--- src/rtl/floor_report_tx_pkg.sv ---
// Shared constants and types for the floor-report byte framer.
// Holds the ASCII control characters, the framer state encoding and the
// byte positions inside a frame, plus the frame byte selector.
package floor_report_tx_pkg;

  localparam int unsigned BYTE_W = 8;
  localparam int unsigned SEG_W  = 7;
  localparam int unsigned IDX_W  = 3;
  localparam int unsigned GAP_W  = 8;

  localparam logic [BYTE_W-1:0] CHAR_CR   = 8'h0D;
  localparam logic [BYTE_W-1:0] CHAR_LF   = 8'h0A;
  localparam logic [BYTE_W-1:0] CHAR_ZERO = 8'h30;

  typedef enum logic [1:0] {
    IDLE = 2'd0,
    SEND = 2'd1,
    GAP  = 2'd2
  } state_t;

  localparam logic [IDX_W-1:0] IDX_PREFIX = 3'd0;
  localparam logic [IDX_W-1:0] IDX_HIGH   = 3'd1;
  localparam logic [IDX_W-1:0] IDX_LOW    = 3'd2;
  localparam logic [IDX_W-1:0] IDX_CR     = 3'd3;
  localparam logic [IDX_W-1:0] IDX_LF     = 3'd4;

  // Byte presented at a given frame position.
  function automatic logic [BYTE_W-1:0] frame_byte(
    input logic [IDX_W-1:0]  idx,
    input logic [BYTE_W-1:0] prefix,
    input logic [BYTE_W-1:0] high,
    input logic [BYTE_W-1:0] low
  );
    case (idx)
      IDX_PREFIX: frame_byte = prefix;
      IDX_HIGH:   frame_byte = high;
      IDX_LOW:    frame_byte = low;
      IDX_CR:     frame_byte = CHAR_CR;
      IDX_LF:     frame_byte = CHAR_LF;
      default:    frame_byte = '0;
    endcase
  endfunction

endpackage

--- src/rtl/floor_report_tx_segment_encoder.sv ---
// Two-digit 7-segment to ASCII encoder.
// Ports:
//   ssIn        - 14-bit segment bus, [13:7] high digit, [6:0] low digit,
//                 segments a..g MSB-first
//   asciOutHigh - ASCII of the high digit
//   asciOutLow  - ASCII of the low digit
// Unrecognised patterns (including blank) encode as '0'.
module segment_encoder
  import floor_report_tx_pkg::*;
(
  input  logic [2*SEG_W-1:0] ssIn,
  output logic [BYTE_W-1:0]  asciOutHigh,
  output logic [BYTE_W-1:0]  asciOutLow
);

  function automatic logic [BYTE_W-1:0] seg_to_ascii(input logic [SEG_W-1:0] seg);
    logic [3:0] digit;
    case (seg)
      7'b1111110: digit = 4'd0;
      7'b0110000: digit = 4'd1;
      7'b1101101: digit = 4'd2;
      7'b1111001: digit = 4'd3;
      7'b0110011: digit = 4'd4;
      7'b1011011: digit = 4'd5;
      7'b1011111: digit = 4'd6;
      7'b1110000: digit = 4'd7;
      7'b1111111: digit = 4'd8;
      7'b1111011: digit = 4'd9;
      default:    digit = 4'd0;
    endcase
    seg_to_ascii = CHAR_ZERO | BYTE_W'(digit);
  endfunction

  assign asciOutHigh = seg_to_ascii(ssIn[2*SEG_W-1:SEG_W]);
  assign asciOutLow  = seg_to_ascii(ssIn[SEG_W-1:0]);

endmodule

--- src/rtl/floor_report_tx.sv ---
// Floor-number reporter: snapshots the segment bus on change or on a forced
// request and streams PREFIX, high digit, low digit [, CR, LF] over a
// valid/ready byte interface, then enforces an idle gap between frames.
// Ports:
//   clk, reset  - clock and synchronous active-high reset
//   ssIn        - 14-bit two-digit segment bus
//   forceReq    - one-cycle request for a frame even if ssIn is unchanged
//   txData      - byte toward the transmitter
//   txValid     - txData valid
//   txReady     - transmitter accepts when txValid && txReady
//   busy        - high whenever the framer is not idle
//   frameCount  - completed frames, wrapping
module floor_report_tx
  import floor_report_tx_pkg::*;
#(
  parameter logic [BYTE_W-1:0] PREFIX     = 8'h46,
  parameter bit                SEND_CRLF  = 1'b1,
  parameter int unsigned       GAP_CYCLES = 16
) (
  input  logic                clk,
  input  logic                reset,
  input  logic [2*SEG_W-1:0]  ssIn,
  input  logic                forceReq,
  output logic [BYTE_W-1:0]   txData,
  output logic                txValid,
  input  logic                txReady,
  output logic                busy,
  output logic [BYTE_W-1:0]   frameCount
);

  localparam logic [IDX_W-1:0] LAST_IDX = SEND_CRLF ? IDX_LF : IDX_LOW;
  // Only reached when GAP_CYCLES > 0, so the wrap for zero is harmless.
  localparam logic [GAP_W-1:0] GAP_LAST = GAP_W'(GAP_CYCLES - 1);

  state_t              state;
  logic                pending;
  logic [2*SEG_W-1:0]  prev_ss;
  logic [2*SEG_W-1:0]  snapshot;
  logic [IDX_W-1:0]    idx;
  logic [GAP_W-1:0]    gap_cnt;
  logic [BYTE_W-1:0]   asci_high;
  logic [BYTE_W-1:0]   asci_low;
  logic                req_c;
  logic                accept_c;

  segment_encoder u_enc (
    .ssIn        (snapshot),
    .asciOutHigh (asci_high),
    .asciOutLow  (asci_low)
  );

  // A change and a force in the same cycle form a single request.
  assign req_c    = (ssIn != prev_ss) || forceReq;
  assign accept_c = txValid && txReady;

  // Framer FSM with registered handshake outputs.
  always_ff @(posedge clk) begin
    if (reset) begin
      state      <= IDLE;
      pending    <= 1'b0;
      prev_ss    <= '0;
      snapshot   <= '0;
      idx        <= IDX_PREFIX;
      gap_cnt    <= '0;
      txData     <= '0;
      txValid    <= 1'b0;
      busy       <= 1'b0;
      frameCount <= '0;
    end else begin
      if (req_c) prev_ss <= ssIn;
      case (state)
        IDLE: begin
          if (pending || req_c) begin
            snapshot <= ssIn;
            pending  <= 1'b0;
            idx      <= IDX_PREFIX;
            txData   <= PREFIX;
            txValid  <= 1'b1;
            busy     <= 1'b1;
            state    <= SEND;
          end
        end
        SEND: begin
          if (req_c) pending <= 1'b1;
          if (accept_c) begin
            if (idx == LAST_IDX) begin
              txValid    <= 1'b0;
              frameCount <= frameCount + 8'd1;
              gap_cnt    <= '0;
              if (GAP_CYCLES == 0) begin
                state <= IDLE;
                busy  <= 1'b0;
              end else begin
                state <= GAP;
              end
            end else begin
              // Snapshot is already stable here, so the next byte is registered directly.
              idx    <= idx + 3'd1;
              txData <= frame_byte(idx + 3'd1, PREFIX, asci_high, asci_low);
            end
          end
        end
        GAP: begin
          if (req_c) pending <= 1'b1;
          if (gap_cnt == GAP_LAST) begin
            state <= IDLE;
            busy  <= 1'b0;
          end else begin
            gap_cnt <= gap_cnt + 8'd1;
          end
        end
        default: begin
          state <= IDLE;
          busy  <= 1'b0;
        end
      endcase
    end
  end

endmodule
--- config.mk ---
export PLATFORM = sky130hd
export DESIGN_NAME = floor_report_tx
export DESIGN_NICKNAME = d
export VERILOG_FILES = /design/src/rtl/floor_report_tx_pkg.sv /design/src/rtl/floor_report_tx_segment_encoder.sv /design/src/rtl/floor_report_tx.sv
export SDC_FILE = /design/constraint.sdc
export NUM_CORES = 1
export LEC_CHECK = 0
export ABC_AREA = 0
export ABC_CLOCK_PERIOD_IN_PS = 4000
export BUFFER_PORTS_ARGS = -buffer_cell sky130_fd_sc_hd__buf_2
export CORE_MARGIN = 8
export CORE_UTILIZATION = 62
export CTS_CLUSTER_DIAMETER = 100
export DETAILED_ROUTE_END_ITERATION = 10
export PLACE_DENSITY = 0.95
export SYNTH_ARGS = -nofsm -noshare
export SYNTH_HDL_FRONTEND = slang
export SYNTH_SLANG_ARGS = --single-unit
--- constraint.sdc ---
create_clock -name clk -period 4 [get_ports clk]
set_input_delay 0.2 -clock clk [delete_from_list [all_inputs] [get_ports clk]]
set_output_delay 0.2 -clock clk [all_outputs]
set_load 0.02 [all_outputs]
Word level (Yosys, flattened, before mapping)
Index checks and enable logic that the tools add are counted.
{"block": "totals", "ff_bits": 60, "latchBits": 0, "ram_bits": 0, "mem_bits_ro": 0, "mem_count": 0}
{"block": "op_classes", "add_sub_neg": 3, "n_mul": 0, "n_div": 0, "n_lt_le_gt_ge": 0, "eq_ne": 34, "shift": 0, "mux": 29, "n_bitwise": 1, "n_reduce_logical": 17}
{"operator": "equality test 7 bit (second input constant)", "count": 14}
{"operator": "one-hot mux 4 bit (9 select lines)", "count": 2}
{"operator": "2-to-1 mux 8 bit", "count": 6}
{"operator": "one-hot mux 7 bit (5 select lines)", "count": 1}
{"operator": "one-hot mux 8 bit (2 select lines)", "count": 2}
{"operator": "equality test 7 x 6 -> 1 bit (second input constant)", "count": 4}
{"operator": "adder 8 x 1 -> 8 bit (second input constant)", "count": 2}
{"operator": "AND reduction 4 bit", "count": 4}
{"operator": "!= test 14 bit", "count": 1}
{"operator": "!= test 2 bit (second input constant)", "count": 6}
{"operator": "2-to-1 mux 3 bit", "count": 3}
{"operator": "AND reduction 3 bit", "count": 3}
{"operator": "equality test 8 x 4 -> 1 bit (second input constant)", "count": 1}
{"operator": "2-to-1 mux 2 bit", "count": 4}
{"operator": "equality test 3 x 2 -> 1 bit (second input constant)", "count": 2}
{"operator": "equality test 3 bit (second input constant)", "count": 2}
{"operator": "2-to-1 mux 1 bit", "count": 6}
{"operator": "one-hot mux 2 bit (3 select lines)", "count": 1}
{"operator": "one-hot mux 3 bit (2 select lines)", "count": 1}
{"operator": "nonzero test 2 bit", "count": 3}
{"operator": "one-hot mux 1 bit (2 select lines)", "count": 2}
{"operator": "adder 3 x 1 -> 3 bit (second input constant)", "count": 1}
{"operator": "equality test 3 x 1 -> 1 bit (second input constant)", "count": 1}
{"operator": "logical NOT 3 bit", "count": 1}
{"operator": "other kinds (10)", "count": 11}

Longest topological paths before layout
Gate-level depths: netlist (run 1).
{"block": "logic_depth", "ltp_word": 6, "depth_mapped": 9, "ltp_nobuf": 8}

Cells and area by module
From an unflattened synthesis (run 1), not the netlist that was laid out.
{"block": "unflattened", "hier_cells": 342, "area_unflattened_um2": 3169.3}
{"module": "floor_report_tx", "n_inst": 1, "cells_each": 294, "area_each_um2": 2857.7, "seq_area_each_um2": 1201.2}
{"module": "segment_encoder", "n_inst": 1, "cells_each": 48, "area_each_um2": 311.5, "seq_area_each_um2": 0.0}

Worst setup path before layout (run 1)
No wires, ideal clock.
{"block": "synth_timing", "kind": "register to register", "startpoint": "register idx[0]", "endpoint": "register txData[1]", "setup_ns": 0.091, "arrival_ns": 1.910, "t_required_ns": 3.909, "setup_slack_ns": 1.999, "path_stages_with_launch": 9, "n_path_buf": 1, "cell_sequence": "dfxtp_1 inv_1 ha_1 and2_1 or3_4 a22oi_2 buf_6 nor2_2 a311oi_1"}
{"block": "synth_between", "elab_chain_cells": 6, "elab_cells_between_ends": 13, "classes_between": "1 x add/sub; 6 x eq/ne; 4 x mux; 2 x reduce/logical"}
{"element": "start, declared", "line": "floor_report_tx.sv:39", "rtl": "logic [IDX_W-1:0] idx;"}
{"element": "start signal, assigned", "line": "floor_report_tx.sv:98", "rtl": "idx <= idx + 3'd1;"}
{"element": "adder 3 x 1 -> 3 bit", "line": "floor_report_tx.sv:99", "rtl": "txData <= frame_byte(idx + 3'd1, PREFIX, asci_high, asci_low);"}
{"element": "equality test 3 bit, or another cell as far along", "line": "floor_report_tx_pkg.sv:34", "rtl": "case (idx)"}
{"element": "one-hot mux 7 bit (5 select lines)", "line": "floor_report_tx_pkg.sv:34"}
{"element": "2-to-1 mux 8 bit", "line": "floor_report_tx.sv:86", "rtl": "if (idx == LAST_IDX) begin"}
{"element": "2-to-1 mux 8 bit", "line": "floor_report_tx.sv:85", "rtl": "if (accept_c) begin"}
{"element": "one-hot mux 8 bit (2 select lines)", "line": "floor_report_tx.sv:71", "rtl": "case (state)"}
{"element": "end signal, assigned", "line": "floor_report_tx.sv:99"}
{"element": "end, declared", "line": "floor_report_tx.sv:24", "rtl": "output logic [BYTE_W-1:0] txData,"}
Several ways; a longest one is shown, not always the timed one. The select of a mux whose other input is x is not followed.
A chain may end at the register's enable or synchronous reset.

Final worst setup path (run 1)
{"block": "layout_timing", "startpoint": "register idx[0]", "endpoint": "register idx[2]"}
{"block": "layout_between", "elab_chain_cells": 4, "elab_cells_between_ends": 7, "classes_between": "1 x add/sub; 2 x eq/ne; 3 x mux; 1 x reduce/logical"}
{"element": "adder 3 x 1 -> 3 bit", "line": "floor_report_tx.sv:98"}
{"element": "2-to-1 mux 3 bit", "line": "floor_report_tx.sv:86"}
{"element": "2-to-1 mux 3 bit", "line": "floor_report_tx.sv:85"}
{"element": "one-hot mux 3 bit (2 select lines)", "line": "floor_report_tx.sv:71"}
Several ways; a longest one is shown, not always the timed one. The select of a mux whose other input is x is not followed.

==> results_dict.tcl, run 1 <==
set metrics [dict create \
    worst_slew_pin_slew_ps 976 \
    final.min_clock_period_ps 2590 \
    synth_flop_cell "dfxtp_1" \
    endpoint_kind "register" \
    die-area_sq_um 7170 \
    syn_area_sq_um 2930 \
    fillers 325 \
    relSlewSlack_pct 34.9 \
    ant_nets 0 \
    ys_ff_latch 58 \
    rsz0062_at_grt "no" \
    drc 0 \
    max_freq_mhz 385 \
    critPathArrivalTime_ps 2820 \
    fin_skew_ps 8.94 \
    netlist.area_leader.share_pct 39.7 \
    async_reset_ff_share_pct 0 \
    grt_use_total_pct 19.1 \
    grt_max_degree 56 \
    vias 2440 \
    wl_met3_um 323 \
    grt_pass1_vias 2480 \
    rows 25 \
    dr.pass1.iters 4 \
    met1_length_mm 2.85 \
    syn_area_per_cell_sq_um 9.23 \
    synth_edf_count 0 \
    worstPathRequired_ps 4230 \
    wl_met2_mm 3.17 \
    synth_top_area_cell "dfxtp_1" \
    status "finished, final reports clean" \
    period_share_pct 64.9 \
    h-tree-depth 3 \
    io_pins 36 \
    syn-instance-count 317 \
    power_density_nw_per_um2 567 \
    worstHoldPathType "in2reg" \
    drv_cap 0 \
    numCtsBuffers 9 \
    crit_type "reg2reg" \
    setup_viol 0 \
    cts_root_buffer "clkbuf_8" \
    diodes 0 \
    start_util_pct 63.2 \
    worstPathMaxFanout 16 \
    synth-seq-area-share_pct 39.7 \
    ir_drop_v 0.000385 \
    reg2reg_slack_ps 1410 \
    holdBufCountCts 0 \
    fin_area_sq_um 3280 \
    setup_tns_ps 0 \
    r2r_start "idx[0]$_SDFFE_PP0P_" \
    place.gp.congestion 0.866 \
    min_path_cells 2 \
    yosysMostFrequentCell "dfxtp_1" \
    cts_tree "done" \
    die_h_um 84.7 \
    synth.area.top_cells "dfxtp_1, nor2b_1, ha_1" \
    clk_pin_slew_ps 70 \
    syn2layout_area_growth_pct 12.2 \
    layout-drive-gt1-share_pct 19.9 \
    final_nets 380 \
    gr-total-overflow 0 \
    insertion_delay_ps 340 \
    grt_pass1_wl_mm 11.1 \
    min_to "prev_ss[3]$_SDFFE_PP0P_" \
    wl_per_cell_um 15.8 \
    hpwl_mm 4.45 \
    synthTopCellsByCount "dfxtp_1, nor2b_1, nor2_1" \
    synth_cell_types 59 \
    synth_nets 345 \
    cts_setup_buffers 0 \
    routed_wirelength_mm 6.48 \
    p_leak_nw 1.34 \
    clk_path_buf_depth 2 \
    yosysWarnings 0 \
    drt_iter0_markers 202 \
    clock-sinks 58 \
    core-area_sq_um 4630 \
    hold_viol 0 \
    highest_layer "met4" \
    slew_violations 0 \
    fp.dieW_um 84.7 \
    reg2regPathDepth 7 \
    cp-start-kind "register" \
    viasPerCell 5.94 \
    antenna_found_initial 0 \
    portBuffers 34 \
    crit-reg2reg-capture "idx[2]$_SDFFE_PP0P_" \
    ctsResizeCount 0 \
    post_dp_cell_area_sq_um 3100 \
    hp-start "ssIn[3]" \
]
-- layout by cell type, fill, tap and decap left out, types with 2 or more instances in the layout --
cell type	synthesis	layout
dfxtp_1	58	58
buf_2	0	34
nor2b_1	28	28
nor2_1	27	27
a21oi_1	18	18
nand2_1	16	16
inv_1	15	15
xor2_1	13	13
o21ai_0	12	12
nand4_1	12	12
xnor2_1	12	12
mux2_1	10	10
ha_1	10	10
clkbuf_8	0	10
nand3_1	7	7
nand2b_1	6	6
clkinvlp_4	0	5
and3_1	4	4
a31oi_1	4	4
mux2_2	4	4
a211oi_1	3	3
or3_1	3	3
nor3b_1	3	3
nor4b_1	3	3
nand2_2	2	2
a21o_1	2	2
nor4_4	2	2
a211oi_2	2	2
nand3b_1	2	2
-- worst max path at each step --
stage,startpoint,endpoint,slack (ps),depth (start not counted)
final,idx[0]$_SDFFE_PP0P_,idx[2]$_SDFFE_PP0P_,1410,7
after global routing,idx[0]$_SDFFE_PP0P_,idx[2]$_SDFFE_PP0P_,1200,7
after CTS,idx[0]$_SDFFE_PP0P_,idx[2]$_SDFFE_PP0P_,1440,7
after detailed placement,idx[0]$_SDFFE_PP0P_,idx[2]$_SDFFE_PP0P_,1470,7
after global placement,idx[0]$_SDFFE_PP0P_,idx[2]$_SDFFE_PP0P_,1580,7
after floorplan,idx[0]$_SDFFE_PP0P_,txData[1]$_SDFFE_PP0P_,2000,8
-- sequential cells by signal, indices dropped and copies added (netlist names) --
signal,cells
prev_ss,14
gap_cnt,8
pending,1
state,2
txValid,1
frameCount,8
idx,3
busy,1
txData,6
snapshot,14
-- area by class of cell --
type,count,area [sq um],share of cell area [%]
Multi-Input combinational cell,234,1650,50.2
Sequential cell,58,1160,35.4
Timing Repair Buffer,34,170,5.18
Clock buffer,10,138,4.19
Tap cell,54,67.6,2.06
Inverter,15,56.3,1.71
Clock inverter,6,42.5,1.30
-- critical path: stages (launching register included) --
cell,delay (ps)
dfxtp_1,410
inv_1,110
ha_1,310
and2_1,210
or3_4,380
a22oi_2,550
o21ai_0,210
a32o_1,310
-- per-layer routing --
layer / up-vias / GRT usage [%]
li1: 1181 / -
met1: 1170 / 22.0
met2: 75 / 31.4
met3: 14 / 4.10
met4: 0 / 11.7
met5: - / 0
-- kinds of logic (layout without fill, tap and decap cells) --
family | Yosys count | count (layout) | share of synthesized area [%]
adders and majority gates | 10 | 10 | 4.28
other | 1 | 1 | 0.128
DFF | 58 | 58 | 39.7
buffers and inverters | 25 | 65 | 3.98
muxes | 15 | 15 | 5.73
AOI/OAI and AO/OA | 54 | 54 | 12.3
and+or+nand+nor | 129 | 129 | 26.5
xor gates and xnor gates | 25 | 25 | 7.48
-- where the power goes --
group | switching [mW] | total (mW) | internal [mW]
registers | 0.0985 | 0.772 | 0.673
logic | 0.368 | 0.608 | 0.239
clock network | 0.244 | 0.484 | 0.239
-- per-stage QoR --
stage          setup slack, ps  instances  util, %  hold WS [ps]  total power, mW
3_3_place_gp              1580        395     67.1           464             1.34
5_1_grt                   1200        411     70.9           137             1.97
2_1_floorplan             2000        317        -           342             1.25
3_5_place_dp              1470        395     67.1           481             1.36
6_report                  1410        411     70.9           134             1.86
4_1_cts                   1440        411     70.9           122             1.86
No activity file was read; power rests on OpenSTA's default activity.
==> run 2: changes to the inputs <==
--- a/config.mk
+++ b/config.mk
@@ -5,14 +5,14 @@
 export SDC_FILE = /design/constraint.sdc
 export NUM_CORES = 1
 export LEC_CHECK = 0
-export ABC_AREA = 0
-export ABC_CLOCK_PERIOD_IN_PS = 4000
+export ABC_AREA = 1
+export ABC_CLOCK_PERIOD_IN_PS = 2100
 export BUFFER_PORTS_ARGS = -buffer_cell sky130_fd_sc_hd__buf_2
 export CORE_MARGIN = 8
-export CORE_UTILIZATION = 62
+export CORE_UTILIZATION = 53
 export CTS_CLUSTER_DIAMETER = 100
 export DETAILED_ROUTE_END_ITERATION = 10
-export PLACE_DENSITY = 0.95
+export PLACE_DENSITY = 0.87
 export SYNTH_ARGS = -nofsm -noshare
 export SYNTH_HDL_FRONTEND = slang
 export SYNTH_SLANG_ARGS = --single-unit
==> constraint.sdc (replaced) <==
create_clock -name clk -period 2.1 [get_ports clk]
set_input_delay 0.105 -clock clk [delete_from_list [all_inputs] [get_ports clk]]
set_output_delay 0.105 -clock clk [all_outputs]
set_load 0.02 [all_outputs]
==> run 2 against run 1 <==
Net effect:
- total power rose by 110%
- non-clock buffer count rose by 7
- setup slack got worse by 1200 ps
- clock skew fell by 2.9 ps
- final cell count rose by 46%
- critical path depth rose by 6
- die area rose by 23%
- critical path type unchanged
- largest cell class unchanged
==> results_dict.tcl, run 2 <==
set metrics [dict create \
    top_usage_layer "met2" \
    netlist.area_leader.share_pct 36.0 \
    async_reset_ff_share_pct 0 \
    cts_tree "done" \
    final_common_cell "nand2_1" \
    synth.area.top_cells "dfxtp_1, nand2_1, inv_1" \
    hpwl_mm 5.28 \
    synthTopCellsByCount "nand2_1, inv_1, nor2_1" \
    final.min_clock_period_ps 1880 \
    grt_pass1_wl_mm 12.0 \
    endpoint_kind "register" \
    gr-total-overflow 0 \
    clock-sinks 58 \
    cts_root_buffer "clkbuf_8" \
    insertion_delay_ps 330 \
    viasPerCell 5.04 \
    grt_pass1_vias 2954 \
    rows 28 \
    diodes 0 \
    routed_wirelength_mm 6.80 \
    start_util_pct 54.8 \
    dr.pass1.iters 4 \
    holdWs_ps 18.1 \
    die_h_um 94.0 \
    fp.dieW_um 94.0 \
    met3_usage_pct 5.68 \
    worstPathCellList "inv_1 -> ha_1 -> inv_6 -> nor2_8 -> nand2_4 -> clkinv_2 -> nand2_4 -> o21ai_4 -> nand2_4 -> nor3_4 -> nand2_1 -> nand2_1 -> a21oi_1" \
    holdBufCountCts 4 \
    rsz0062_at_grt "no" \
    h-tree-depth 3 \
    cp-start-kind "register" \
    ant_nets 0 \
    portBuffers 34 \
    antenna_found_initial 0 \
    max_freq_mhz 532 \
    setup_viol 0 \
    synth_flop_cell "dfxtp_1" \
    crit_type "reg2reg" \
    synth_top_area_cell "dfxtp_1" \
    yosysWarnings 0 \
    max_stage_delay_ps 360 \
    worstHoldPathType "in2reg" \
    clk_pin_slew_ps 60 \
    syn2layout_area_growth_pct 13.1 \
    wl_per_cell_um 11.4 \
    numCtsBuffers 9 \
    final_nets 547 \
    drc 0 \
    final_cell_mix "nand2_1, inv_1, nor2_1" \
    grt.met1_usage_pct 18.6 \
    p_leak_nw 1.81 \
    grt_max_degree 29 \
    syn-instance-count 477 \
    ctsResizeCount 0 \
    crit_slowest_cell "ha_1" \
    ys_ff_latch 58 \
    worstPathRequired_ps 2320 \
    critPathArrivalTime_ps 2100 \
    clk_path_buf_depth 2 \
    yosysMostFrequentCell "nand2_1" \
    syn_area_per_cell_sq_um 6.76 \
    drt_iter0_markers 149 \
    setup_tns_ps 0 \
    reg.largest.list "prev_ss x14, snapshot x14" \
    layout-drive-gt1-share_pct 16.0 \
    slew_violations 0 \
    synth-seq-area-share_pct 36.0 \
    power_density_nw_per_um2 1090 \
    drv_cap 0 \
    use_met2_pct 27.9 \
    io_pins 36 \
    worstPathMaxFanout 7 \
    cts_setup_buffers 0 \
    hold_viol 0 \
    syn_area_sq_um 3220 \
    fin_skew_ps 6.06 \
    ir_drop_v 0.000667 \
    grt_use_total_pct 16.5 \
    crit_top_cell "nand2_4" \
    synth_edf_count 0 \
    period_share_pct 89.5 \
    synth_nets 505 \
    die-area_sq_um 8830 \
    place.gp.congestion 0.859 \
    synth_cell_types 38 \
    core-area_sq_um 5890 \
    vias 3016 \
    status "finished, final reports clean" \
]
## run 2: cell count changes in the layout (fill, tap and decap cells not counted), moves of 6 or more
cell / delta
nand2b_1: -6
nor2b_1: -28
inv_1: +57
mux2_1: -10
xor2_1: -11
inv_2: +7
o21ai_0: +10
o21ai_1: +6
nand3_1: +22
a21oi_1: +17
xnor2_1: -11
nor2_1: +42
nand2_1: +87
## run 2: critical path, delay by kind of cell, from the launching register on
| kind | cells | cell delay (ps) |
|---|---|---|
| adders and majority gates | 1 | 360 |
| AOI/OAI and AO/OA | 2 | 150 |
| buffers and inverters | 3 | 260 |
| DFF | 1 | 320 |
| and+or+nand+nor | 7 | 660 |
## run 2: layout make-up
cell class / instances / area, sq um
Clock buffer: 13 / 149
Clock inverter: 3 / 15.0
Fill cell: 528 / 2240
Inverter: 81 / 310
Multi-Input combinational cell: 328 / 1680
Sequential cell: 58 / 1160
Tap cell: 75 / 93.8
Timing Repair Buffer: 41 / 233
## run 2: worst paths after layout
check	cells past startpoint	startpoint	slack, ps	endpoint
hold reg to reg	2	txData[0]$_SDFFE_PP0P_	460	txData[0]$_SDFFE_PP0P_
setup reg to reg	13	state[1]$_SDFFE_PP0P_	220	gap_cnt[7]$_SDFFE_PP0P_
setup / recovery	13	state[1]$_SDFFE_PP0P_	220	gap_cnt[7]$_SDFFE_PP0P_
hold / removal	3	ssIn[9]	20	prev_ss[9]$_SDFFE_PP0P_
## run 2: cell families after synthesis
kind of cell | count (synthesis) | synth area share (%)
adders and majority gates | 10 | 3.88
DFF | 58 | 36.0
and+or+nand+nor | 244 | 35.6
buffers and inverters | 91 | 11.7
other | 1 | 0.116
AOI/OAI and AO/OA | 70 | 11.8
xor gates and xnor gates | 3 | 0.815
## run 2: through the flow
| step | util, % | std cells | setup WS (ps) | area (sq um) | total power, mW |
|---|---|---|---|---|---|
| global placement | 58.5 | 579 | 348 | 3440 | 3.03 |
| detailed placement | 58.5 | 579 | 231 | 3440 | 3.09 |
| CTS | 61.9 | 599 | 220 | 3650 | 3.97 |
| floorplan | - | 477 | 488 | 3220 | 2.80 |
| finish | 61.9 | 599 | 219 | 3650 | 3.96 |
| global route | 61.9 | 599 | 56.4 | 3650 | 4.28 |
## run 2: routing by layer
metal | vias to the layer above | routed length [um]
met5 | - | 0
met4 | 0 | 82
met3 | 8 | 412
met2 | 66 | 3270
met1 | 1355 | 3030
li1 | 1587 | -
## run 2: power breakdown
part | switching (mW) | total, mW | internal, mW | leakage, nW
combinational | 1.09 | 1.60 | 0.515 | 1.25
clock | 0.414 | 0.870 | 0.455 | 0.0872
sequential | 0.177 | 1.49 | 1.31 | 0.478
